[config.mk]
export PLATFORM = sky130hd
export DESIGN_NAME = rand_share_arbiter
export DESIGN_NICKNAME = d
export VERILOG_FILES = /design/src/rtl/rand_share_arbiter.sv
export SDC_FILE = /design/constraint.sdc
export NUM_CORES = 1
export LEC_CHECK = 0
export ABC_AREA = 1
export CORE_MARGIN = 3
export CORE_UTILIZATION = 40
export CTS_BUF_LIST = sky130_fd_sc_hd__clkbuf_16
export CTS_CLUSTER_SIZE = 30
export DETAILED_ROUTE_END_ITERATION = 6
export PLACE_DENSITY_LB_ADDON = 0.3
export SLEW_MARGIN = 30
export SYNTH_ARGS = -nofsm -noshare
export SYNTH_HDL_FRONTEND = slang
export SYNTH_SLANG_ARGS = --single-unit
[constraint.sdc]
create_clock -name clock -period 3.9 [get_ports clock]
set_input_delay 0.78 -clock clock [delete_from_list [all_inputs] [get_ports clock]]
set_output_delay 0.78 -clock clock [all_outputs]
set_load 0.01 [all_outputs]
[src/rtl/rand_share_arbiter.sv]
// Shares one 16-bit LFSR among round-robin clients. Values are range-reduced by bounded rejection sampling.
// Defining RAND_STATS_EN builds saturating retry/fallback counters; otherwise the stat ports read 0.
module rand_share_arbiter #(
    parameter int          NUM_REQ   = 4,
    parameter logic [15:0] SEED      = 16'hACE1,
    parameter int          MAX_RETRY = 3
) (
    input  logic                   clock,
    input  logic                   reset_n,
    input  logic                   run,
    input  logic [NUM_REQ-1:0]     req,
    input  logic [16*NUM_REQ-1:0]  req_lim,
    output logic [NUM_REQ-1:0]     gnt,
    output logic                   rnd_valid,
    output logic [15:0]            rnd_data,
    output logic                   busy,
    output logic [15:0]            stat_retries,
    output logic [15:0]            stat_fallbacks
);
    localparam int          PW       = $clog2(NUM_REQ);
    localparam int          RW       = $clog2(MAX_RETRY + 2);
    localparam logic [15:0] SEED_EFF = (SEED == 16'h0) ? 16'hACE1 : SEED;

    typedef enum logic [1:0] {IDLE, DRAW, GRANT} state_t;

    state_t               state_q;
    logic [15:0]          lfsr_q;
    logic [PW-1:0]        ptr_q;
    logic [PW-1:0]        win_q;
    logic [15:0]          lim_q;
    logic [15:0]          mask_q;
    logic [RW-1:0]        retry_q;
    logic [NUM_REQ-1:0]   gnt_q;
    logic                 valid_q;
    logic [15:0]          data_q;

    logic                 any_req;
    logic [PW-1:0]        win_d;
    logic [15:0]          lim_d;
    logic [15:0]          mask_d;
    logic [15:0]          lfsr_d;
    logic [15:0]          cand;
    logic                 hit;
    logic                 give_up;
    logic                 retry_ev;
    logic                 fall_ev;
    logic [PW-1:0]        ptr_d;

    assign lfsr_d = {lfsr_q[14:0],
                     lfsr_q[15] ^ lfsr_q[13] ^ lfsr_q[12] ^ lfsr_q[10]};

    // First requester at or after ptr, wrapping.
    always_comb begin
        int j;
        logic [PW-1:0] jj;
        j       = 0;
        jj      = '0;
        any_req = 1'b0;
        win_d   = ptr_q;
        for (int i = 0; i < NUM_REQ; i++) begin
            j = int'(ptr_q) + i;
            if (j >= NUM_REQ) j = j - NUM_REQ;
            jj = PW'(j);
            if (!any_req && req[jj]) begin
                any_req = 1'b1;
                win_d   = jj;
            end
        end
    end

    assign lim_d = req_lim[{win_d, 4'b0000} +: 16];

    // Smallest all-ones mask covering lim-1, i.e. 2^ceil(log2(lim))-1.
    always_comb begin
        logic [15:0] m;
        m = lim_d - 16'd1;
        m = m | (m >> 1);
        m = m | (m >> 2);
        m = m | (m >> 4);
        m = m | (m >> 8);
        mask_d = (lim_d == 16'd0) ? 16'd0 : m;
    end

    assign cand     = lfsr_q & mask_q;
    assign hit      = (lim_q == 16'd0) || (cand < lim_q);
    assign give_up  = (retry_q == RW'(MAX_RETRY));
    assign retry_ev = (state_q == DRAW) && !hit && !give_up;
    assign fall_ev  = (state_q == DRAW) && !hit && give_up;
    assign ptr_d    = (win_q == PW'(NUM_REQ - 1)) ? '0 : win_q + 1'b1;

    always_ff @(posedge clock or negedge reset_n) begin
        if (!reset_n) begin
            state_q <= IDLE;
            lfsr_q  <= SEED_EFF;
            ptr_q   <= '0;
            win_q   <= '0;
            lim_q   <= '0;
            mask_q  <= '0;
            retry_q <= '0;
            gnt_q   <= '0;
            valid_q <= 1'b0;
            data_q  <= '0;
        end else begin
            if (run || state_q == DRAW) lfsr_q <= lfsr_d;
            gnt_q   <= '0;
            valid_q <= 1'b0;
            unique case (state_q)
                IDLE: begin
                    if (any_req) begin
                        win_q   <= win_d;
                        lim_q   <= lim_d;
                        mask_q  <= mask_d;
                        retry_q <= '0;
                        state_q <= DRAW;
                    end
                end
                DRAW: begin
                    if (hit) begin
                        data_q  <= (lim_q == 16'd0) ? lfsr_q : cand;
                        gnt_q   <= NUM_REQ'(1) << win_q;
                        valid_q <= 1'b1;
                        state_q <= GRANT;
                    end else if (fall_ev) begin
                        // cand <= mask < 2*lim, so cand-lim < lim.
                        data_q  <= cand - lim_q;
                        gnt_q   <= NUM_REQ'(1) << win_q;
                        valid_q <= 1'b1;
                        state_q <= GRANT;
                    end else if (retry_ev) begin
                        retry_q <= retry_q + 1'b1;
                    end
                end
                GRANT: begin
                    ptr_q   <= ptr_d;
                    state_q <= IDLE;
                end
                default: state_q <= IDLE;
            endcase
        end
    end

    assign gnt       = gnt_q;
    assign rnd_valid = valid_q;
    assign rnd_data  = data_q;
    assign busy      = (state_q != IDLE);

`ifdef RAND_STATS_EN
    logic [15:0] ret_q;
    logic [15:0] fb_q;

    always_ff @(posedge clock or negedge reset_n) begin
        if (!reset_n) begin
            ret_q <= '0;
            fb_q  <= '0;
        end else begin
            if (retry_ev && ret_q != 16'hFFFF) ret_q <= ret_q + 16'd1;
            if (fall_ev && fb_q != 16'hFFFF) fb_q <= fb_q + 16'd1;
        end
    end

    assign stat_retries   = ret_q;
    assign stat_fallbacks = fb_q;
`else
    assign stat_retries   = 16'd0;
    assign stat_fallbacks = 16'd0;
`endif

endmodule
; ---- Word level (Yosys, flattened, before mapping)
; Index checks and enable logic that the tools add are counted.
; W data, S select, Z words.
[classes]
n_lt_le_gt_ge = 9
muxes = 40
n_shift = 2
bitwise_logic = 8
n_addsub = 11
n_eq_ne = 9
reduce_logical = 23
[ops]
columns = operator, n
row1 = $mux W16, 4
row2 = $shiftx A64 B7 Y16, 1
row3 = $logic_not A16 Y1, 2
row4 = $mux W2, 12
row5 = $and A16 B16 Y16, 1
row6 = $lt A16 B16 Y1, 1
row7 = $or A16 B12 Y16, 1
row8 = $or A16 B14 Y16, 1
row9 = $or A16 B15 Y16, 1
row10 = $or A16 B8 Y16, 1
row11 = $sub A16 B1 Y16 const B, 1
row12 = $sub A16 B16 Y16, 1
row13 = $lt A2 B3 Y1 const B, 4
row14 = $mux W3, 4
row15 = $mux W4, 3
row16 = $mux W1, 11
row17 = $ge A3 B3 Y1 const B, 3
row18 = $bmux W1 S2, 4
row19 = $ne A2 B2 Y1 const B, 4
row20 = $sub A2 B1 Y2 const B, 4
row21 = $add A2 B2 Y3 const B, 2
row22 = $logic_and A1 B1 Y1, 6
row23 = $pmux W3 S2, 1
row24 = $reduce_and A2 Y1, 3
row25 = 16 further kinds, 26
[word_totals]
in_bits = 71
reg_bits = 78

; ---- Logic depth before layout (Yosys ltp)
[depth]
ltp_word = 21
depth_mapped = 27
depth_no_buf = 25

; ---- Least setup slack after synthesis
; No wires, ideal clock.
[synth_path]
kind = input -> register
startpoint = input req[3]
endpoint = register mask_q[3]
path_slack_ns = 0.643
path_buffers = 3
path_stages = 22
required_ns = 3.772
arrival_time_ns = 3.130
path_cell_list = nand2_1 nand3_1 nand2_1 nand4_2 nand2_2 nand2_4 buf_6 buf_6 nand2_1 nand3_1 nand2_2 ha_1 nand3_1 nor2_4 nand2_2 nor2_2 nand4_2 nand2_2 inv_2 buf_6 a21boi_2 nand3_1
[synth_via]
elab_chain_cells = 19
word_cells_on_any_way = 31
[synth_lines]
columns = item, line_no
row1 = from (decl), 11  ; input logic [NUM_REQ-1:0] req,
row2 = $bmux W1 S2, 64  ; if (!any_req && req[jj]) begin
row3 = $mux W1 (implied by the code), 64
row4 = $mux W1, 64
row5 = $logic_not A1 Y1, 64
row6 = $logic_and A1 B1 Y1, 64
row7 = $mux W1, 64
row8 = $logic_not A1 Y1, 64
row9 = $logic_and A1 B1 Y1, 64
row10 = [... 3 more ...], -
row11 = $mux W2, 64
row12 = $shiftx A64 B7 Y16, 71  ; assign lim_d = req_lim[{win_d, 4'b0000} +: 16];
row13 = $sub A16 B1 Y16, 76  ; m = lim_d - 16'd1;
row14 = $or A16 B15 Y16, 77  ; m = m | (m >> 1);
row15 = $or A16 B14 Y16, 78  ; m = m | (m >> 2);
row16 = $or A16 B12 Y16, 79  ; m = m | (m >> 4);
row17 = $or A16 B8 Y16, 80  ; m = m | (m >> 8);
row18 = $mux W16, 81  ; mask_d = (lim_d == 16'd0) ? 16'd0 : m;
row19 = to (signal assigned), 112  ; mask_q <= mask_d;
row20 = to (decl), 31  ; logic [15:0] mask_q;
; Parallel ways exist; a longest one is shown, timed or not. The select of a mux whose other input is x is not followed.
; A chain may end at the register's enable or synchronous reset.

; ---- Final worst setup path
[layout_path]
startpoint = input req[3]
endpoint = register mask_q[5]
; Same word-level chain as after synthesis.

==> flow_metrics.py <==
metrics = {
    "run_status": {
        "status": "finished clean",
    },
    "yosys": {
        "synthTopCellsByArea": "dfrtp_1 (29%), nand2_1 (21%), nand3_1 (7.6%)",
        "ys_warn_count": 0,
        "synth_top_area_share_pct": 28.8,
        "dominantRegCellSynth": "dfrtp_1",
        "synthArstFlopShare_pct": 100,
        "synth_cell_types": 41,
        "synth_enable_flop_cells": 0,
        "ys_seq_area_share_pct": 32.2,
        "synth.avg_cell_area_um2": 6.57,
        "synth-seq-cells": 78,
        "post-synth-top-area-cell": "dfrtp_1",
        "netlist_area_um2": 6090,
        "syn_inst": 926,
    },
    "timing": {
        "tightestPinTransition_ns": 0.705,
        "min_period_ns": 3.57,
        "final-hold-violation-count": 0,
        "fmax_ghz": 0.280,
        "slew_viol_final": 0,
        "relSlewSlack_pct": 53.0,
        "setup_viol": 0,
        "rsz0062_at_grt": "no",
        "period_share_pct": 91.6,
        "setup_tns_ns": 0,
        "skew_ns": 0.00564,
    },
    "setup_path": {
        "crit_start": "req[3]",
        "cp.depth": 21,
        "cpLargestDelayFamily": "simple AND/OR/NAND/NOR gates",
        "end_kind": "flip-flop",
        "rr_startpoint": "ptr_q[0]",
        "cpPeakStageDelay_ns": 0.45,
        "path_max_fanout": 22,
        "worst-setup-path-type": "primary input to flip-flop",
        "r2r-end": "mask_q[5]",
        "crit_arrival_ns": 3.78,
        "crit_buf_inv": 4,
        "reg2reg_slack_ns": 0.46,
        "slowest_stage": "clkdlybuf4s50_1",
        "reg2reg_depth": 23,
        "cp-start-kind": "primary input",
        "crit_top_cell": "nand2_1",
        "crit_chain": "clkdlybuf4s50_1 > inv_1 > nand2_1 > nand3_1 > nand2_1 > nor2_2 > nand4_2 > buf_4 > nand3_1 > nand3_1 > nand2_1 > ha_1 > nand3_2 > nor2_4 > nand2_2 > nor2_2 > nand4_2 > nand2_2 > inv_2 > nand2_1 > nand4_1",
        "critPathCapture": "mask_q[5]",
        "crit_required_ns": 4.11,
    },
    "cells_and_area": {
        "final_nets": 1108,
        "antenna-diode-count": 0,
        "area_growth_pct": 20.8,
        "mostFrequentLayoutCell": "nand2_1",
        "layout_common_cells": "nand2_1 (340), nand3_1 (91), clkdlybuf4s50_1 (91)",
        "drive_gt1_share_pct": 7.28,
    },
    "floorplanning": {
        "die_w_um": 129,
        "rows": 44,
        "die_h_um": 129,
        "boundaryPins": 125,
        "coreArea_um2": 14700,
        "start_util_pct": 41.4,
        "die-area_um2": 16700,
    },
    "routing": {
        "vias": 5973,
        "via_per_inst": 4.97,
        "routedWlPerCell_um": 13.1,
        "drtIter0Drc": 431,
        "drc": 0,
        "wl_um": 15700,
        "postRouteAntennaNets": 0,
        "drtPass1Iterations": 5,
    },
    "clocking": {
        "cts_made_buffers": 9,
        "cts.reportedPaths.clkPinSlew_ns": 0.06,
        "h-tree-depth": 3,
        "cts-hold-fix-buffers": 0,
        "clockBufferDepth": 2,
        "root_buffer": "clkbuf_16",
        "clock_latency_ns": 0.34,
        "cts_sinks": 78,
        "cts_tree": "done",
    },
    "place": {
        "io_buffers": 92,
        "routabilityCongestion": 0.934,
        "hpwl_um": 12300,
    },
    "global_route": {
        "grt_pass1_wl_um": 26000,
        "grt_pass1_vias": 5474,
        "grt_usage_pct": 19.1,
        "grt_antenna_before_repair": 0,
        "grt_overflow": 0,
        "grt_start_max_net_pins": 79,
    },
    "min_path": {
        "hold_class": "primary input to asynchronous set/reset pin",
    },
    "flow_run": {
        "cap_violations": 0,
    },
}
[cell type report]
type | count | area (um2)
fillers | 1507 | 7340
multi-input cells | 730 | 3530
flip-flops and latches | 78 | 1960
repair buffers | 108 | 1050
inverters | 85 | 322
well taps | 184 | 230
clock buffers | 9 | 225
clock inverters | 7 | 35.0
[how the worst min path moves through the flow]
| stage | from | endpoint |
|---|---|---|
| floorplan | lim_q[12] | lim_q[12] |
| global placement | rnd_data[0] | rnd_data[0] |
| detailed placement | rnd_data[15] | rnd_data[15] |
| CTS | rnd_data[15] | rnd_data[15] |
| global route | rnd_data[8] | rnd_data[8] |
| finish | reset_n | lfsr_q[8] |
[Yosys cell counts (all sizes together) (2+ instances only)]
| library cell | instances |
|---|---|
| nand2 | 355 |
| nand3 | 93 |
| inv | 85 |
| o21ai | 83 |
| dfrtp | 70 |
| nor2 | 66 |
| buf | 48 |
| ha | 24 |
| a21oi | 23 |
| clkbuf | 16 |
| nand4 | 15 |
| xor2 | 9 |
| dfstp | 8 |
| xnor2 | 8 |
| nand3b | 4 |
| a211oi | 2 |
| a21boi | 2 |
| nor4 | 2 |
| o2111ai | 2 |
| o211ai | 2 |
[repair_timing]
| action | CTS | global route |
|---|---|---|
| gates resized for setup | 0 | 4 |
| setup buffers | 0 | 0 |
| endpoints found under the setup margin | 0 | 6 |
[logic make-up after synthesis]
family	share of synthesized area, %
DFF	32.2
and+or+nand+nor	37.6
adders and majority gates	5.26
muxes	0.185
buffers and inverters	12.1
AOI/OAI and AO/OA	10.2
xor gates and xnor gates	2.45
other	0.0616
[routing by layer]
metal | global-route usage, % | wire length (um)
met4 | 5.50 | 209
met1 | 26.1 | 7320
met2 | 31.8 | 7470
met5 | 0 | 0
met3 | 2.68 | 734
[sequential cells by signal (all words and copies together), names as in the netlist]
signal     count
ptr_q          2
win_q          2
mask_q        16
state_q        2
rnd_data      16
rnd_valid      1
lim_q         16
gnt            4
retry_q        3
lfsr_q        16
[worst register-to-register path: cells and delay by family (launching register included)]
kind                       cells  cell delay [ns]
buffers and inverters          4             0.68
and+or+nand+nor               18             2.04
adders and majority gates      1             0.21
DFF                            1             0.36
[metrics by stage]
step                utilization, %  cell area [um2]  hold WS [ns]  worst slack, ns  instances
global route                  50.1             7360         0.503           0.0281       1201
finish                        50.1             7360         0.447            0.328       1201
global placement              48.1             7070         0.464            0.102       1185
CTS                           49.9             7330         0.481            0.332       1201
floorplan                        -             6200         0.453            0.643        957
detailed placement            48.1             7070         0.465          -0.0162       1185
Power is not shown: default switching activity piles up to over one toggle a cycle in this logic, so the estimate is an artifact.
